### src/rtl/lshift_pkg.sv
// Shared constants and FSM state type for the lshift_reg loader.
// DW: data width, RW: rotate-count width, lshift_ld_state_t: FSM states.
package lshift_pkg;

  localparam int DW = 8;
  localparam int RW = $clog2(DW);

  typedef enum logic [1:0] {
    IDLE = 2'd0,
    LOAD = 2'd1,
    ROT  = 2'd2
  } lshift_ld_state_t;

endpackage

### src/rtl/lshift_loader.sv
// Loads a byte into lshift_reg, waits the requested rotate count, returns op.
// Ports: in_* command handshake, load_* to the register, op_in back, result_*.
module lshift_loader
  import lshift_pkg::*;
(
  input  logic          clk,
  input  logic          rstn,
  input  logic          in_valid,
  input  logic [DW-1:0] in_data,
  input  logic [RW-1:0] in_rot,
  output logic          in_ready,
  output logic [DW-1:0] load_val,
  output logic          load_en,
  input  logic [DW-1:0] op_in,
  output logic [DW-1:0] result_data,
  output logic          result_valid,
  output logic          busy
);

  lshift_ld_state_t state;
  logic [RW-1:0]    cnt;

  assign busy = (state != IDLE);

  always_ff @(posedge clk) begin
    if (!rstn) begin
      state        <= IDLE;
      cnt          <= '0;
      in_ready     <= 1'b0;
      load_en      <= 1'b0;
      load_val     <= '0;
      result_data  <= '0;
      result_valid <= 1'b0;
    end else begin
      result_valid <= 1'b0;
      unique case (state)
        IDLE: begin
          in_ready <= 1'b1;
          if (in_valid && in_ready) begin
            cnt      <= in_rot;
            load_val <= in_data;
            load_en  <= 1'b1;
            in_ready <= 1'b0;
            state    <= LOAD;
          end
        end
        LOAD: begin
          load_en <= 1'b0;
          state   <= ROT;
        end
        ROT: begin
          // op_in already shows in_data rotated by (in_rot - cnt)
          if (cnt == '0) begin
            result_data  <= op_in;
            result_valid <= 1'b1;
            in_ready     <= 1'b1;
            state        <= IDLE;
          end else begin
            cnt <= cnt - 1'b1;
          end
        end
        default: begin
          state    <= IDLE;
          in_ready <= 1'b0;
          load_en  <= 1'b0;
        end
      endcase
    end
  end

endmodule

### config.mk
export PLATFORM = sky130hd
export DESIGN_NAME = lshift_loader
export DESIGN_NICKNAME = d
export VERILOG_FILES = /design/src/rtl/lshift_pkg.sv /design/src/rtl/lshift_loader.sv
export SDC_FILE = /design/constraint.sdc
export NUM_CORES = 1
export LEC_CHECK = 0
export CORE_MARGIN = 3
export CORE_UTILIZATION = 40
export DETAILED_ROUTE_END_ITERATION = 8
export DONT_BUFFER_PORTS = 1
export GPL_TIMING_DRIVEN = 0
export SLEW_MARGIN = 20
export SYNTH_ARGS = -nofsm -noshare
export SYNTH_HDL_FRONTEND = slang
export SYNTH_SLANG_ARGS = --single-unit
### constraint.sdc
create_clock -name clk -period 1.95 [get_ports clk]
set_input_delay 0.39 -clock clk [delete_from_list [all_inputs] [get_ports clk]]
set_output_delay 0.39 -clock clk [all_outputs]
set_load 0.1 [all_outputs]
==> flow_summary_export.csv, run 1 <==
group,metric,value,unit
floorplan,num_io_pins,42,
critical_path,path_cells,"inv_1 > ha_1 > ha_1 > or3b_4 > a221o_1 > a21oi_2",
pwr,power-per-cell-area,1041,nW/um^2
critical_path,critPathMaxFanout,4,
routing,remaining_drc_errors,0,
synth,post_synth_num_cell_types,28,
synth,synth-seq-area-share,0.4936,
worst_hold_path,endpoint_worst_hold,"load_val[3]",
critical_path,ff2ff_path_depth,6,
global_routing,maximum_number_of_pins_on_one_net_before_global_route_repair,15,
critical_path,crit_family,"compound AO/OA/AOI/OAI gates",
final_layout,final_cell_count_no_fill,138,
cts,cts-root-to-sink-buffers,2,
global_routing,grt_util_all_layers,0.1356,
critical_path,slowest_delay,400,ps
final_layout,fin_nets,135,
placement,placement.cell_area,1008,sq um
critical_path,timing.critical_path.required,2210,ps
floorplan,die_h,55.33,um
global_routing,number_of_global_route_vias_before_repair,772,
sta,final-max-slew-violation-count,0,
worst_hold_path,hp-start,"in_data[3]",
synth,number_of_flops_mapped_to_enable_cells_by_yosys,0,
critical_path,timing_worst_setup_path_type,"flop to flop",
critical_path,r2r-start,"cnt[0]",
floorplan,core_area,2255,sq um
routing,finalWirelength,1965,um
outcome,outcome,"complete, no violations",
sta,setup_slack,130.9,ps
critical_path,cp_arrival,2070,ps
routing,ant_nets,0,
worst_hold_path,hold_class,"primary input to flop",
sta,final-setup-viol-count,0,
final_layout,final_common_cell,"dfxtp_1",
global_routing,antenna_found_initial,0,
routing,vias_per_cell,5.283,
synth,yosysWarnings,0,
synth,yosys_register_bits,24,
global_routing,global_route.peak_usage_layer,"met2",
cts,clock_insertion_delay_worst_skew,310,ps
synth,mappedNetlistNets,130,
placement,dpl.cell_count,134,
cts,cts.repair.resized,2,
final_layout,antenna_cells,0,
critical_path,critical_path.n_buffers_inverters,1,
global_routing,use_met3,0.05607,
synth,postSynthCellCount,106,
global_routing,grt_first_pass_wirelength,3284,um
final_layout,layout.cells.most_common_list,"dfxtp_1 (23), nand2_1 (16), nor2_1 (12), a21oi_1 (10), mux2i_1 (8)",
final_layout,finalInstanceArea,1065,sq um
placement,buffer_ports.inserted,0,
critical_path,timing.critical_path.to_type,"flop",
global_routing,gr-usage-met1,0.1284,
cts,tritoncts,"built",
global_routing,grt.overflow.total,0,
final_layout,drive_gt1_frac,0.1273,
cts,cts_post_setup_buffers_inserted,0,
critical_path,critical_path.startpoint_type,"flop",
cts,cts_hold_buf,0,
critical_path,critical_path.reg2reg.endpoint,"cnt[1]",
critical_path,timing.critical_path.depth,6,
placement,dpl.hpwl,1454,um
synth,synthArstFlopShare,0,
routing,dr_total_vias,729,
sta,fmax,549.7,MHz
sta,max_slew_margin,0.3507,
sta,final_min_period_over_clock_period,0.9329,
sta,rsz_0062_raised_after_global_routing,"no",
sta,fin_tns_setup,0,ps
cts,clock_tree.root_cell,"clkbuf_4",
placement,pre_cts_ws,14.61,ps
floorplan,initial_utilization,0.4317,
floorplan,rows,17,
floorplan,die-area,3061,sq um
routing,wl_per_cell,14.24,um
cts,clkSinkCount,24,
synth,ys.flop_type,"dfxtp_1",
placement,routabilityCongestion,0.7745,
sta,finClkSkew,5.707,ps
pwr,irDropWorstVdd,0.4232,mV
cts,cts.htree.levels,1,
sta,worstMarginPinSlew,972.6,ps
cts,number_of_buffers_inserted_during_clock_tree_synthesis,3,
routing,drt_pass1_iterations,4,
cts,clkTransAtPathRegs,140,ps
sta,min_period,1819,ps
synth,syn_area_per_cell,9.183,sq um
pwr,power.static_leakage,0.4527,nW
job,timing.max_cap.violations,0,
critical_path,cp_slowest_cell,"or3b_4",
global_routing,met2_usage,0.2500,
final_layout,area_delta_synth_final,9.383,%
critical_path,reg2reg_setup_slack,130,ps
floorplan,die_width,55.33,um
critical_path,crit_top_cell,"ha_1",
sta,hold_viol_final,0,
critical_path,crit_path_from,"cnt[0]",
routing,first_iter_violations,21,
synth,syn-cell-area,973.4,sq um
worst_hold_path,number_of_cells_on_the_worst_hold_path,2,
## metal layers
metal	wire, um	up-vias	share of wire
li1	-	363	-
met1	770	336	0.39
met2	1028	28	0.52
met3	153	2	0.078
met4	13	0	0.0066
met5	0	-	0
## sequential cells by signal, indices dropped and copies added, names as in the netlist
signal        count
result_valid      1
load_val          8
load_en           1
state             2
cnt               3
result_data       8
in_ready          1
## kinds of logic (layout without fill, tap and decap cells)
group | after synthesis | count (layout) | share of synthesized area
AO/OA/AOI/OAI | 19 | 19 | 0.1260
adder cells (fa/ha/maj) | 2 | 2 | 0.02570
buffers and inverters | 14 | 18 | 0.06813
flip-flops | 24 | 24 | 0.4936
multiplexers | 8 | 8 | 0.08227
AND/OR/NAND/NOR | 39 | 39 | 0.2044
## where the power goes
| part | switching [mW] | internal (mW) |
|---|---|---|
| logic | 0.0645 | 0.0393 |
| registers | 0.131 | 0.513 |
| clock network | 0.152 | 0.208 |
| total | 0.348 | 0.760 |
## cells in the mapped netlist (2+ instances only)
cell type	instances	area [sq um]
dfxtp_1	24	480.5
nand2_1	17	63.81
nor2_1	12	45.04
a21oi_1	10	50.05
mux2i_1	8	80.08
inv_1	7	26.28
clkbuf_1	3	11.26
buf_2	2	10.01
ha_1	2	25.02
nor3b_1	2	15.01
o21ai_0	2	10.01
## area by class of cell
cell class	instances	area (sq um)
Inverter	7	26.28
Multi-Input combinational cell	68	429.2
Fill cell	230	1190
Clock inverter	1	30.03
Buffer	7	40.04
Clock buffer	3	22.52
Tap cell	28	35.03
Sequential cell	24	481.7
## how the worst max path moves through the flow
stage	endpoint	slack, ps
5_1_grt	cnt[1]	50
4_1_cts	cnt[1]	140
3_3_place_gp	cnt[1]	60
2_1_floorplan	load_val[0]	200
6_report	cnt[1]	130
3_5_place_dp	load_val[5]	10
## per-stage QoR
| stage | util | power (mW) | hold slack [ps] |
|---|---|---|---|
| global placement | 0.4473 | 0.7542 | 464.7 |
| global route | 0.4723 | 1.156 | 169.1 |
| detailed placement | 0.4473 | 0.7607 | 465.5 |
| floorplan | - | 0.7368 | 452.9 |
| finish | 0.4723 | 1.109 | 186.9 |
| CTS | 0.4723 | 1.120 | 179.7 |
(Power assumes the default switching activity.)
==> inputs of run 2 (changes only) <==
Clock period 1.95 ns to 2.3 ns, I/O delays scaled along.
==> run 2 against run 1 <==
  * Sequential share of layout area about the same
  * Power down 15%
  * Hold slack better by 69 ps
  * Final cell count unchanged
  * Clock skew up 0.89 ps
  * Cell area down 0.35%
  * Highest routed layer unchanged
  * Non-clock buffer count unchanged
  * Die area unchanged
==> flow_summary_export.csv, run 2 (synthesis gave the netlist of run 1 again) <==
group,metric,value,unit
outcome,outcome,"complete, no violations",
final_layout,largest_registers_in_the_final_layout,"load_val x8, result_data x8, cnt x3",
sta,fmax,492.6,MHz
routing,finalWirelength,1961,um
routing,wl_per_cell,14.21,um
pwr,finalPower,0.9391,mW
sta,rsz_0062_raised_after_global_routing,"no",
final_layout,final_util,0.4706,
global_routing,grt_util_all_layers,0.1356,
cts,clkTransAtPathRegs,140,ps
final_layout,layout.cells.most_common_list,"dfxtp_1 (24), nand2_1 (17), nor2_1 (12), a21oi_1 (10), mux2i_1 (8)",
routing,drt_pass1_iterations,4,
placement,dpl.cell_count,134,
final_layout,final_common_cell,"dfxtp_1",
cts,clock_insertion_delay_worst_skew,320,ps
floorplan,num_io_pins,42,
sta,worstMarginPinSlew,1072,ps
pwr,power.static_leakage,0.4530,nW
global_routing,antenna_found_initial,0,
critical_path,timing.critical_path.required,1840,ps
sta,final-max-slew-violation-count,0,
cts,tritoncts,"built",
floorplan,die_h,55.33,um
final_layout,area_delta_synth_final,8.998,%
placement,buffer_ports.inserted,0,
final_layout,antenna_cells,0,
placement,dpl.hpwl,1454,um
cts,cts.htree.levels,1,
routing,first_iter_violations,19,
sta,hold_viol_final,0,
routing,ant_nets,0,
sta,final_min_period_over_clock_period,0.8827,
critical_path,critPathMaxFanout,10,
floorplan,die_width,55.33,um
routing,dr_total_vias,735,
critical_path,critical_path.startpoint_type,"flop",
routing,remaining_drc_errors,0,
placement,routabilityCongestion,0.7745,
global_routing,grt_first_pass_wirelength,3284,um
cts,clkSinkCount,24,
worst_hold_path,hold_class,"primary input to flop",
global_routing,maximum_number_of_pins_on_one_net_before_global_route_repair,15,
routing,vias_per_cell,5.326,
final_layout,final_cell_count_no_fill,138,
global_routing,grt.overflow.total,0,
job,timing.max_cap.violations,0,
floorplan,rows,17,
sta,fin_tns_setup,0,ps
floorplan,die-area,3061,sq um
cts,cts_hold_buf,0,
final_layout,drive_gt1_frac,0.1091,
floorplan,core_area,2255,sq um
cts,number_of_buffers_inserted_during_clock_tree_synthesis,3,
sta,min_period,2030,ps
critical_path,timing.critical_path.to_type,"output port",
cts,cts-root-to-sink-buffers,2,
pwr,irDropWorstVdd,0.3595,mV
cts,cts_post_setup_buffers_inserted,0,
cts,cts.repair.resized,0,
floorplan,initial_utilization,0.4317,
critical_path,cp_arrival,1570,ps
sta,finClkSkew,6.594,ps
sta,max_slew_margin,0.2844,
final_layout,fin_nets,135,
global_routing,number_of_global_route_vias_before_repair,772,
critical_path,timing_worst_setup_path_type,"flop to output port",
cts,clock_tree.root_cell,"clkbuf_4",
sta,final-setup-viol-count,0,
pwr,power-per-cell-area,885.1,nW/um^2
-- run 2: changes by cell type in the layout (fill, tap and decap cells not counted) --
cell	delta
dfxtp_2	-1
dfxtp_1	+1
nand2_1	+1
nand2_2	-1
-- run 2: worst paths after layout --
| check | startpoint | endpoint | slack, ps | cells past startpoint |
|---|---|---|---|---|
| setup reg to reg | in_ready | load_val[1] | 360 | 4 |
| hold / removal | in_data[3] | load_val[3] | 260 | 2 |
| setup / recovery | state[1] | busy | 270 | 3 |
| hold reg to reg | cnt[1] | cnt[1] | 490 | 2 |
-- run 2: area by class of cell --
type                    count  area [sq um]
plain buffers               7         40.04
clock buffers               3         22.52
clock inverters             1         30.03
fillers                   230          1194
inverters                   7         26.28
multi-input cells          68         426.7
flip-flops and latches     24         480.5
well taps                  28         35.03
-- run 2: power breakdown --
| group | internal [mW] | switching (mW) |
|---|---|---|
| Combinational | 0.0331 | 0.0547 |
| Sequential | 0.435 | 0.111 |
| Clock | 0.176 | 0.129 |
| Total | 0.644 | 0.295 |
-- run 2: critical path: stages (launching register included) --
cell and delay, ps:
dfxtp_1 360, buf_4 160, inv_1 70, nand2_1 670
-- run 2: per-layer routing --
| layer | up-vias | wire length (um) | global-route usage | part of all wire |
|---|---|---|---|---|
| met5 | - | 0 | 0 | 0 |
| met4 | 0 | 13 | 0.06250 | 0.0066 |
| met3 | 2 | 153 | 0.05607 | 0.078 |
| met2 | 28 | 1033 | 0.2500 | 0.53 |
| met1 | 341 | 760 | 0.1284 | 0.39 |
| li1 | 364 | - | - | - |
-- run 2: through the flow --
stage          setup WS, ps  cell area [sq um]  hold slack, ps
2_1_floorplan         552.3              973.4           452.9
3_3_place_gp          407.8               1008           464.7
3_5_place_dp          364.6               1008           465.5
4_1_cts               257.8               1061           249.7
5_1_grt               176.5               1061           239.1
6_report              269.8               1061           256.3
==> inputs of run 3 (changes only) <==
Settings changed: CORE_MARGIN 3 to unset.
==> run 3 against run 2 <==
  * Combinational power is 0.5% lower
  * Hold slack better by 19 ps
  * Clock skew is 4.8 ps lower
  * Sequential power hardly changed
  * Critical path depth stayed put
  * Routed wire length is 7.7% lower
  * Global-route usage is 2.0 points higher
  * Largest cell class unchanged
==> flow_summary_export.csv, run 3 (synthesis gave the netlist of run 1 again) <==
group,metric,value,unit
floorplan,die-area,2635,sq um
cts,cts.htree.levels,1,
final_layout,fin_nets,135,
global_routing,number_of_global_route_vias_before_repair,747,
routing,first_iter_violations,14,
sta,rsz_0062_raised_after_global_routing,"no",
cts,cts_post_setup_buffers_inserted,0,
placement,routabilityCongestion,0.7904,
routing,ant_nets,0,
cts,cts_hold_buf,0,
routing,vias_per_cell,5.263,
critical_path,cp_arrival,1520,ps
placement,buffer_ports.inserted,0,
global_routing,grt_util_all_layers,0.1561,
cts,number_of_buffers_inserted_during_clock_tree_synthesis,3,
sta,fin_tns_setup,0,ps
routing,drt_pass1_iterations,4,
cts,clkSinkCount,24,
final_layout,finalInstanceArea,1031,sq um
critical_path,timing.critical_path.required,1840,ps
global_routing,antenna_found_initial,0,
critical_path,timing_worst_setup_path_type,"flop to output port",
floorplan,initial_utilization,0.4317,
critical_path,critPathMaxFanout,10,
global_routing,maximum_number_of_pins_on_one_net_before_global_route_repair,13,
final_layout,largest_registers_in_the_final_layout,"load_val x8, result_data x8, cnt x3",
global_routing,grt.overflow.total,0,
final_layout,drive_gt1_frac,0.1009,
routing,dr_total_vias,721,
cts,clock_insertion_delay_worst_skew,300,ps
floorplan,core_area,2255,sq um
pwr,power-per-cell-area,781.6,nW/um^2
cts,cts.repair.resized,0,
routing,finalWirelength,1810,um
final_layout,nFillCells,225,
final_layout,final_common_cell,"dfxtp_1",
cts,tritoncts,"built",
job,timing.max_cap.violations,0,
sta,final-max-slew-violation-count,0,
sta,min_period,1980,ps
sta,hold_viol_final,0,
pwr,irDropWorstVdd,0.3853,mV
cts,cts-root-to-sink-buffers,2,
routing,wl_per_cell,13.21,um
cts,clock_tree.root_cell,"clkbuf_4",
critical_path,timing.critical_path.to_type,"output port",
placement,dpl.hpwl,1342,um
global_routing,grt_first_pass_wirelength,3070,um
sta,final-setup-viol-count,0,
sta,worstMarginPinSlew,1069,ps
sta,fmax,505.0,MHz
sta,final_min_period_over_clock_period,0.8610,
sta,max_slew_margin,0.2864,
floorplan,num_io_pins,42,
sta,finClkSkew,1.826,ps
outcome,outcome,"complete, no violations",
floorplan,die_width,51.33,um
final_layout,area_delta_synth_final,5.913,%
worst_hold_path,hold_class,"primary input to flop",
floorplan,die_h,51.33,um
routing,remaining_drc_errors,0,
placement,placement.cell_area,1008,sq um
final_layout,antenna_cells,0,
cts,clkTransAtPathRegs,120,ps
critical_path,critical_path.startpoint_type,"flop",
final_layout,layout.cells.most_common_list,"dfxtp_1 (24), nand2_1 (17), nor2_1 (12), a21oi_1 (10), mux2i_1 (8)",
pwr,power.static_leakage,0.4389,nW
sta,worst_hold_slack,275.2,ps
floorplan,rows,17,
==> run 3: changes by cell type in the layout (fill, tap and decap cells not counted), sizes merged <==
| cell | previous run | this run |
|---|---|---|
| bufinv | 1 | 0 |
==> run 3: worst paths after layout <==
kind / to / slack (ps) / start / depth (start not counted)
worst max-delay path: busy / 320 / state[1] / 3
worst min register to register: cnt[1] / 490 / cnt[1] / 2
worst max register to register: load_val[5] / 360 / in_ready / 4
worst min-delay path: cnt[0] / 280 / rstn / 1
==> run 3: stage by stage <==
step	utilization	power, mW	setup WS [ps]	cells
finish	0.4573	0.8058	319.7	137
detailed placement	0.4473	0.6440	364.5	134
floorplan	-	0.6246	552.3	106
global placement	0.4473	0.6393	406.7	134
CTS	0.4573	0.8181	295.0	137
global route	0.4573	0.8493	225.1	137
==> run 3: area by class of cell <==
cell class	count	area, sq um	share of cell area
Multi-Input combinational cell	68	426.7	0.4138
Tap cell	28	35.03	0.03398
Clock buffer	3	22.52	0.02184
Sequential cell	24	480.5	0.4660
Buffer	7	40.04	0.03883
Inverter	7	26.28	0.02549
==> run 3: critical path: stages, from the launching register on <==
cell and delay (ps):
dfxtp_1 340, buf_4 150, inv_1 70, nand2_1 660
==> run 3: metal layers <==
metal  GRT usage  up-vias  share of wire
li1            -      361              -
met1      0.1703      330           0.45
met2      0.2895       28           0.49
met3     0.02976        2          0.048
met4     0.06757        0         0.0077
met5           0        -              0
==> run 3: power breakdown <==
| part | internal [mW] | switching (mW) |
|---|---|---|
| registers | 0.435 | 0.111 |
| clock network | 0.0610 | 0.112 |
| logic | 0.0328 | 0.0545 |
